### src/rtl/cs_key_pkg.sv
// Shared CS-Cipher key definitions: bank geometry, key-schedule constants,
// round-key type and the round-key sequencer state encoding.
package cs_key_pkg;

    localparam int N_KEYS = 9;
    localparam int RK_W   = 64;

    typedef logic [RK_W-1:0] rk_t;

    // Key-schedule constants consumed by key_sh.
    localparam rk_t CI [N_KEYS] = '{
        64'hb7e151628aed2a6a, 64'hbf7158809cf4f3c7, 64'h62e7160f38b4da56,
        64'ha784d9045190cfef, 64'h324e7738926cfbe5, 64'hf4bf8d8d8c31d763,
        64'hda06c80abb1185eb, 64'h4f7c7b5757f59584, 64'h90cfd47d7c19bb42
    };

    typedef enum logic {
        IDLE   = 1'b0,
        STREAM = 1'b1
    } rk_seq_state_t;

endpackage

### src/rtl/cs_rk_sequencer_if.sv
// Round-key stream bus: valid/ready handshake carrying one 64-bit key,
// its bank index and an end-of-stream marker.
interface cs_rk_sequencer_if;
    import cs_key_pkg::*;

    logic       rk_valid;
    logic       rk_ready;
    rk_t        rk_data;
    logic [3:0] rk_idx;
    logic       rk_last;

    modport master (output rk_valid, rk_data, rk_idx, rk_last, input rk_ready);
    modport slave  (input rk_valid, rk_data, rk_idx, rk_last, output rk_ready);

endinterface

### src/rtl/cs_rk_sequencer.sv
// Captures the key_sh round-key bank and streams the nine round keys to the
// round datapath, ascending for encryption and descending for decryption.
module cs_rk_sequencer
    import cs_key_pkg::*;
(
    input  logic                   clk,
    input  logic                   rst,
    input  logic                   keys_ready,
    input  logic [N_KEYS*RK_W-1:0] round_keys,
    input  logic                   start,
    input  logic                   dir,
    input  logic                   flush,
    cs_rk_sequencer_if.master      rk,
    output logic                   busy,
    output logic                   keys_loaded,
    output logic                   err_no_keys,
    output logic                   load_drop
);

    localparam logic [3:0] IDX_MAX = 4'(N_KEYS - 1);

    rk_seq_state_t state, state_n;
    rk_t           bank [N_KEYS];
    logic [3:0]    idx, idx_n;
    logic          dir_q, dir_n;
    logic          kr_q;
    logic          load_edge, load_en;
    logic          err_n, drop_n;
    logic          is_last;

    assign load_edge = keys_ready & ~kr_q;
    assign is_last   = dir_q ? (idx == 4'd0) : (idx == IDX_MAX);

    always_ff @(posedge clk or negedge rst) begin
        if (!rst) begin
            state       <= IDLE;
            idx         <= '0;
            dir_q       <= 1'b0;
            kr_q        <= 1'b0;
            keys_loaded <= 1'b0;
            err_no_keys <= 1'b0;
            load_drop   <= 1'b0;
            for (int i = 0; i < N_KEYS; i++) bank[i] <= '0;
        end else begin
            state       <= state_n;
            idx         <= idx_n;
            dir_q       <= dir_n;
            kr_q        <= keys_ready;
            err_no_keys <= err_n;
            load_drop   <= drop_n;
            if (load_en) begin
                keys_loaded <= 1'b1;
                for (int i = 0; i < N_KEYS; i++) bank[i] <= round_keys[i*RK_W +: RK_W];
            end
        end
    end

    always_comb begin
        state_n = state;
        idx_n   = idx;
        dir_n   = dir_q;
        load_en = 1'b0;
        err_n   = 1'b0;
        drop_n  = 1'b0;
        unique case (state)
            IDLE: begin
                load_en = load_edge;
                // A load edge in the same cycle as start makes the new bank usable at once.
                if (start) begin
                    if (keys_loaded || load_edge) begin
                        state_n = STREAM;
                        dir_n   = dir;
                        idx_n   = dir ? IDX_MAX : 4'd0;
                    end else begin
                        err_n = 1'b1;
                    end
                end
            end
            STREAM: begin
                drop_n = load_edge;
                // flush outranks a coincident transfer: the stream ends either way.
                if (flush) begin
                    state_n = IDLE;
                end else if (rk.rk_ready) begin
                    if (is_last) state_n = IDLE;
                    else         idx_n   = dir_q ? idx - 4'd1 : idx + 4'd1;
                end
            end
            default: state_n = IDLE;
        endcase
    end

    assign busy        = (state == STREAM);
    assign rk.rk_valid = busy;
    assign rk.rk_data  = busy ? bank[idx] : '0;
    assign rk.rk_idx   = busy ? idx : 4'd0;
    assign rk.rk_last  = busy & is_last;

endmodule
### src/flat_wrapper.sv
// flat-port wrapper written by rule: the top's interface ports become plain ports
module cs_rk_sequencer_flat import cs_key_pkg::*;
  (clk, rst, keys_ready, round_keys, start, dir, flush, busy, keys_loaded, err_no_keys, load_drop, rk_rk_valid, rk_rk_data, rk_rk_idx, rk_rk_last, rk_rk_ready);
  cs_rk_sequencer_if rk_i ();
  input  logic clk;
  input  logic rst;
  input  logic keys_ready;
  input  logic [N_KEYS*RK_W-1:0] round_keys;
  input  logic start;
  input  logic dir;
  input  logic flush;
  output logic busy;
  output logic keys_loaded;
  output logic err_no_keys;
  output logic load_drop;
  output wire logic [$bits(rk_i.rk_valid)-1:0] rk_rk_valid;
  output wire logic [$bits(rk_i.rk_data)-1:0] rk_rk_data;
  output wire logic [$bits(rk_i.rk_idx)-1:0] rk_rk_idx;
  output wire logic [$bits(rk_i.rk_last)-1:0] rk_rk_last;
  input wire logic [$bits(rk_i.rk_ready)-1:0] rk_rk_ready;
  assign rk_rk_valid = rk_i.rk_valid;
  assign rk_rk_data = rk_i.rk_data;
  assign rk_rk_idx = rk_i.rk_idx;
  assign rk_rk_last = rk_i.rk_last;
  assign rk_i.rk_ready = rk_rk_ready;
  cs_rk_sequencer u_core (.clk(clk), .rst(rst), .keys_ready(keys_ready), .round_keys(round_keys), .start(start), .dir(dir), .flush(flush), .rk(rk_i), .busy(busy), .keys_loaded(keys_loaded), .err_no_keys(err_no_keys), .load_drop(load_drop));
endmodule
### config.mk
export PLATFORM = sky130hd
export DESIGN_NAME = cs_rk_sequencer_flat
export DESIGN_NICKNAME = d
export VERILOG_FILES = /design/src/rtl/cs_key_pkg.sv /design/src/rtl/cs_rk_sequencer_if.sv /design/src/rtl/cs_rk_sequencer.sv /design/src/flat_wrapper.sv
export SDC_FILE = /design/constraint.sdc
export NUM_CORES = 1
export LEC_CHECK = 0
export BUFFER_PORTS_ARGS = -buffer_cell sky130_fd_sc_hd__buf_2
export CAP_MARGIN = 5
export CELL_PAD_IN_SITES_DETAIL_PLACEMENT = 0
export CELL_PAD_IN_SITES_GLOBAL_PLACEMENT = 1
export CORE_UTILIZATION = 39
export DETAILED_ROUTE_END_ITERATION = 12
export PLACE_DENSITY_LB_ADDON = 0.1
export SYNTH_ARGS = -nofsm -noshare
export SYNTH_HDL_FRONTEND = slang
export SYNTH_SLANG_ARGS = --single-unit
### constraint.sdc
create_clock -name clk -period 1.85 [get_ports clk]
set_clock_uncertainty 0.15 [all_clocks]
set_input_delay 0.185 -clock clk [delete_from_list [all_inputs] [get_ports clk]]
set_output_delay 0.185 -clock clk [all_outputs]
set_load 0.1 [all_outputs]
* Yosys cells after proc, flatten, opt, wreduce, memory -nomap -nowiden
Cells that the tools add are included.
Widths: inputs -> output; s select.
** Storage, ports and cells
- Output and inout port bits :: 74
- Bits in registers :: 586
- Input bits :: 583
** Operators by class
- Bitwise operators :: 5
- Order comparisons :: 1
- Reduce and logical (&&, ||, !) cells :: 4
- Muxes and demuxes :: 25
- Add/sub/neg operators :: 2
- Eq/ne operators :: 6
** Operator list (number)
- $bmux 64 s4 :: 1
- $mux 64 :: 3
- $mux 4 :: 8
- $mux 1 :: 11
- $ne 2x2->1 const B :: 4
- $pmux 4 s2 :: 1
- $ge 5x5->1 const B :: 1
- $not 4->5 :: 1
- $reduce_and 5->1 :: 1
- $add 4x1->4 const B :: 1
- $eq 4x4->1 const B :: 1
- $logic_not 4->1 :: 1
- $sub 4x1->4 const B :: 1
- $reduce_and 3->1 :: 1
- $and 1x1->1 :: 2
- $ne 2x1->1 const B :: 1
- $not 1->1 :: 2
- $pmux 1 s2 :: 1
- $logic_or 1x1->1 :: 1

* Depth between registers and ports, before layout
- Word-level depth :: 6
- Mapped depth :: 7
- Mapped depth without buffers :: 5

* Least setup slack after synthesis
OpenSTA, ideal clock, no wires.
- Path kind :: register to output
- From :: reg u_core.state (netlist: u_core.busy)
- To :: out rk_rk_data[0]
- Stages on the path, launching flop included :: 4
- Arrival time :: 3016 ps
- Setup slack :: -1501 ps
- Path buffers :: 2
- Cells stage by stage :: dfrtp_1 > clkbuf_1 > clkbuf_1 > a21boi_1
** On the way
- Cells in the longest elaborated chain, start to end :: 1
** RTL lines
- start: declaration :: RTL line cs_rk_sequencer.sv:22 : rk_seq_state_t state, state_n;
- start signal: assignment :: RTL line cs_rk_sequencer.sv:45 : state <= state_n;
- $mux 64 :: RTL line cs_rk_sequencer.sv:95 : assign rk.rk_data = busy ? bank[idx] : '0;
- end: declaration :: RTL line flat_wrapper.sv:17 : output wire logic [$bits(rk_i.rk_data)-1:0] rk_rk_data;
Every way passes these cells.

* Worst setup path after layout
- From :: reg u_core.idx[0]
- To :: out rk_rk_data[45]
** On the way
- Cells in the longest elaborated chain, start to end :: 5
** RTL lines
- start: declaration :: RTL line cs_rk_sequencer.sv:24 : logic [3:0] idx, idx_n;
- start signal: assignment :: RTL line cs_rk_sequencer.sv:46 : idx <= idx_n;
- $not 4->5 (not written as such) :: RTL line cs_rk_sequencer.sv:95
- $bmux 64 s4 :: RTL line cs_rk_sequencer.sv:95
- $mux 64 (not written as such) (2 in a row) :: RTL line cs_rk_sequencer.sv:95
- $mux 64 :: RTL line cs_rk_sequencer.sv:95
Every way passes these cells. The select of a mux whose other input is x is not followed.

==> impl_metrics.toml <==
[global_routing]
gr-total-overflow = 0
grt_antenna_before_repair = 33
grt_util_all_layers = 0.298
first_global_vias = 24956
grt_first_pass_wirelength_um = 156000
grt_max_degree = 56

[setup_path]
worst_r2r_path_depth = 9
cp-start-kind = "flip-flop"
critical_path.reg2reg.endpoint = "u_core.bank[494]"
crit_required_ns = 1.51
cpPeakStageDelay_ns = 0.52
timing.critical_path.max_delay_family = "buffers and inverters"
cp_data_arrival_time_ns = 2.67
timing.critical_path.buf_inv = 4
ff2ff_setup_slack_ns = -0.29
cp_common_cell = "sky130_fd_sc_hd__buf_12"
worstPathCellList = "buf_12 -> or3_4 -> nor2_4 -> buf_12 -> buf_12 -> nand2_1 -> a21boi_4 -> buf_12"
critical_path_class = "flip-flop to output pin"
worst_r2r_startpoint = "u_core.busy"
critical-path-slowest-cell = "sky130_fd_sc_hd__dfrtp_4"
end_kind = "output pin"
critical_path_peak_fanout = 8

[drt]
detail-route-antenna-nets = 0
avgRoutedWirePerCell_um = 25.9
routed_wirelength_um = 110000
drt_pre_antenna_iters = 5
met2_length_um = 54900
num_vias = 22560
vias_per_cell = 5.30
wl_met3_um = 6100
initialDrtViolationCount = 1284
highest_layer = "met5"
remaining_drc_errors = 0
post_route_met1_wirelength_um = 44600

[run_status]
violations = "setup timing"
run_status = "finished, violations left"

[job]
drv.max_cap_violation_count = 0

[min_path]
holdCritPathClass = "primary input to asynchronous set/reset pin"

[sta]
timing.fmax_mhz = 332
relSlewSlack = 0.602
fin_crit_ns = 3.01
setup_repair_after_global_routing_missed_its_margin = "true"
final-setup-viol-count = 652
layout_setup_ws_ns = -1.16
final_hold_viol_count = 0
fin_setup_tns_ns = -176.44
worstMarginPinSlew_ns = 0.602
final_min_period_over_clock_period = 1.63
final_max_slew_viol_count = 0

[pwr]
clock_network_fraction_of_total_power = 0.170
post-layout-total-power_uw = 80600
pwr_density_cell_nw_per_um2 = 1660
seqPwrFrac = 0.284
switching_share_of_total_power = 0.375
static-leakage-power_uw = 0.0219
p_comb_frac = 0.547
power.internal_uw = 50400
total_switching_power_uw = 30200
power.ir.vdd_worst_uv = 1570

[clock_tree]
cell_at_the_root_of_the_clock_tree = "sky130_fd_sc_hd__clkbuf_16"
clk_buf_depth = 3
clock_tree.htree_level_count = 3
cts.sinks = 586
cts_made_buffers = 69
clkSlewWorstSetupHoldPaths_ns = 0.05
worst_skew_pair.late_latency_ns = 0.61
clock_tree_from_tritoncts = "built"

[floorplan]
std_cell_rows = 95
floorplan.die.height_um = 263
start_util = 0.395
floorplan.die_area_um2 = 69200
placeableCoreArea_um2 = 67300
top_level_ports = 657
die_width_um = 263

[cells_and_area]
final_nets = 3888
areaGrowthSynthToFinish_pct = 82.2
post_route_cells_drive_above_1_share = 0.575
fin_area_um2 = 48400
final.fill_count = 4306
final_cells = 4255

[logic_synthesis]
synth.lib_cells_used.distinct = 39
async_flop_share = 1.00
synth.yosys.seq_area_share = 0.552
synthesis.area_um2 = 26600
post_synth_inst_count = 1795
postSynthRegisterBits = 586
synth-main-ff-cell = "sky130_fd_sc_hd__dfrtp_1"
postSynthNetCount = 2381
postSynthAreaPerCell_um2 = 14.8
number_of_synthesized_flops_with_an_enable_pin = 0
synthesis.yosys.warnings = 0

[placed_design]
dp_slack_ns = -0.679
port_buffers = 656
number_of_cells_in_the_design_after_placement = 3357
detailedPlacementHpwl_um = 64900
gpl.final_weighted_congestion = 0.875
placedInstanceArea_um2 = 34100
==> through the flow <==
| step | util | hold slack, ns |
|---|---|---|
| floorplan | - | -0.261 |
| global placement | 0.506 | -0.0853 |
| detailed placement | 0.506 | -0.0805 |
| CTS | 0.693 | 0.0613 |
| global route | 0.720 | 0.0807 |
| finish | 0.720 | 0.0999 |
==> area by class of cell <==
type	count	area (µm²)	area share
diodes	30	75.1	0.00155
clock buffers	105	2100	0.0434
clock inverters	16	149	0.00307
inverters	4	18.8	0.000387
multi-input cells	1070	14700	0.303
flip-flops and latches	586	14700	0.303
well taps	873	1090	0.0225
repair buffers	1571	15600	0.323
==> worst reg2reg max path, cell delays in order (launching register included) <==
cell                      delay [ns]
sky130_fd_sc_hd__dfrtp_4        0.50
sky130_fd_sc_hd__buf_4          0.15
sky130_fd_sc_hd__nor2b_4        0.15
sky130_fd_sc_hd__buf_12         0.13
sky130_fd_sc_hd__buf_12         0.11
sky130_fd_sc_hd__buf_12         0.11
sky130_fd_sc_hd__buf_16         0.14
sky130_fd_sc_hd__buf_12         0.13
sky130_fd_sc_hd__buf_16         0.14
sky130_fd_sc_hd__mux2_4         0.31
==> routing by layer <==
layer  up-vias  track usage
met2       825        0.512
met5         -            0
met4        16        0.110
li1       9724            -
met3       270       0.0610
met1     11725        0.369
==> cell usage in the layout, fill, tap and decap left out, types with 24 or more instances in the layout <==
cell type,count
sky130_fd_sc_hd__buf_2,584
sky130_fd_sc_hd__dlygate4sd3_1,582
sky130_fd_sc_hd__dfrtp_1,580
sky130_fd_sc_hd__mux2_4,568
sky130_fd_sc_hd__buf_12,201
sky130_fd_sc_hd__mux2i_1,127
sky130_fd_sc_hd__buf_4,102
sky130_fd_sc_hd__clkbuf_16,89
sky130_fd_sc_hd__a21boi_4,64
sky130_fd_sc_hd__mux4_2,64
sky130_fd_sc_hd__o21ai_1,48
sky130_fd_sc_hd__a221oi_2,35
sky130_fd_sc_hd__buf_16,35
sky130_fd_sc_hd__diode_2,30
sky130_fd_sc_hd__a221oi_1,29
sky130_fd_sc_hd__nand2_4,25
sky130_fd_sc_hd__buf_8,24
==> worst max-delay path by stage <==
stage	from	endpoint	slack, ns	depth (start not counted)
final	u_core.idx[0]	rk_rk_data[45]	-1.16	8
after CTS	u_core.idx[0]	rk_rk_data[24]	-1.19	9
after global placement	u_core.idx[0]	rk_rk_data[60]	-0.70	7
after detailed placement	u_core.idx[0]	rk_rk_data[60]	-0.68	7
after global routing	u_core.idx[0]	rk_rk_data[42]	-1.23	8
after floorplan	u_core.idx[0]	rk_rk_data[0]	-0.64	7
==> cells in the mapped netlist (9+ instances only) <==
cell type / instances / share of area
sky130_fd_sc_hd__buf_2: 58 / 0.011
sky130_fd_sc_hd__o21ai_1: 66 / 0.012
sky130_fd_sc_hd__clkbuf_1: 40 / 0.0056
sky130_fd_sc_hd__a221oi_1: 64 / 0.021
sky130_fd_sc_hd__nand2_1: 66 / 0.0093
sky130_fd_sc_hd__mux2_1: 351 / 0.15
sky130_fd_sc_hd__buf_6: 9 / 0.0038
sky130_fd_sc_hd__mux4_2: 64 / 0.054
sky130_fd_sc_hd__buf_4: 27 / 0.0076
sky130_fd_sc_hd__mux2i_1: 128 / 0.048
sky130_fd_sc_hd__a21boi_1: 64 / 0.018
sky130_fd_sc_hd__mux2_2: 226 / 0.096
sky130_fd_sc_hd__dfrtp_1: 586 / 0.55
==> sequential cells by signal (all words and copies together), names as in the netlist <==
register            flops
u_core.bank           576
u_core.busy             1
u_core.dir_q            1
u_core.err_no_keys      1
u_core.idx              4
u_core.keys_loaded      1
u_core.kr_q             1
u_core.load_drop        1
==> cells by family (layout without fill, tap and decap cells) <==
| kind of cell | after synthesis | count (layout) | synth area share |
|---|---|---|---|
| mux | 769 | 769 | 0.347 |
| xor+xnor | 2 | 2 | 0.000659 |
| simple gates | 91 | 92 | 0.0153 |
| flops | 586 | 586 | 0.552 |
| fa+ha+maj | 3 | 3 | 0.00169 |
| other cells | 0 | 30 | 0 |
| compound gates | 204 | 204 | 0.0552 |
| buf+inv | 140 | 1696 | 0.0288 |
==> power by group through the flow <==
stage	clock [µW]	combinational [µW]	sequential (µW)
finish	13700	44100	22900
global placement	0	32300	21900
CTS	13900	39900	22200
floorplan	0	21700	21000
global route	14400	45900	23400
detailed placement	0	32800	22100
==> repair_timing <==
| action | in CTS | in global routing |
|---|---|---|
| hold buffers | 583 | 0 |
| cloned | 67 | 24 |
| pin swaps | 34 | 62 |
| hold endpoints to repair | 1171 | 0 |
| setup endpoints to repair | 645 | 653 |
| setup buffers | 71 | 59 |
| resized for setup | 480 | 508 |
(Power assumes the default switching activity.)
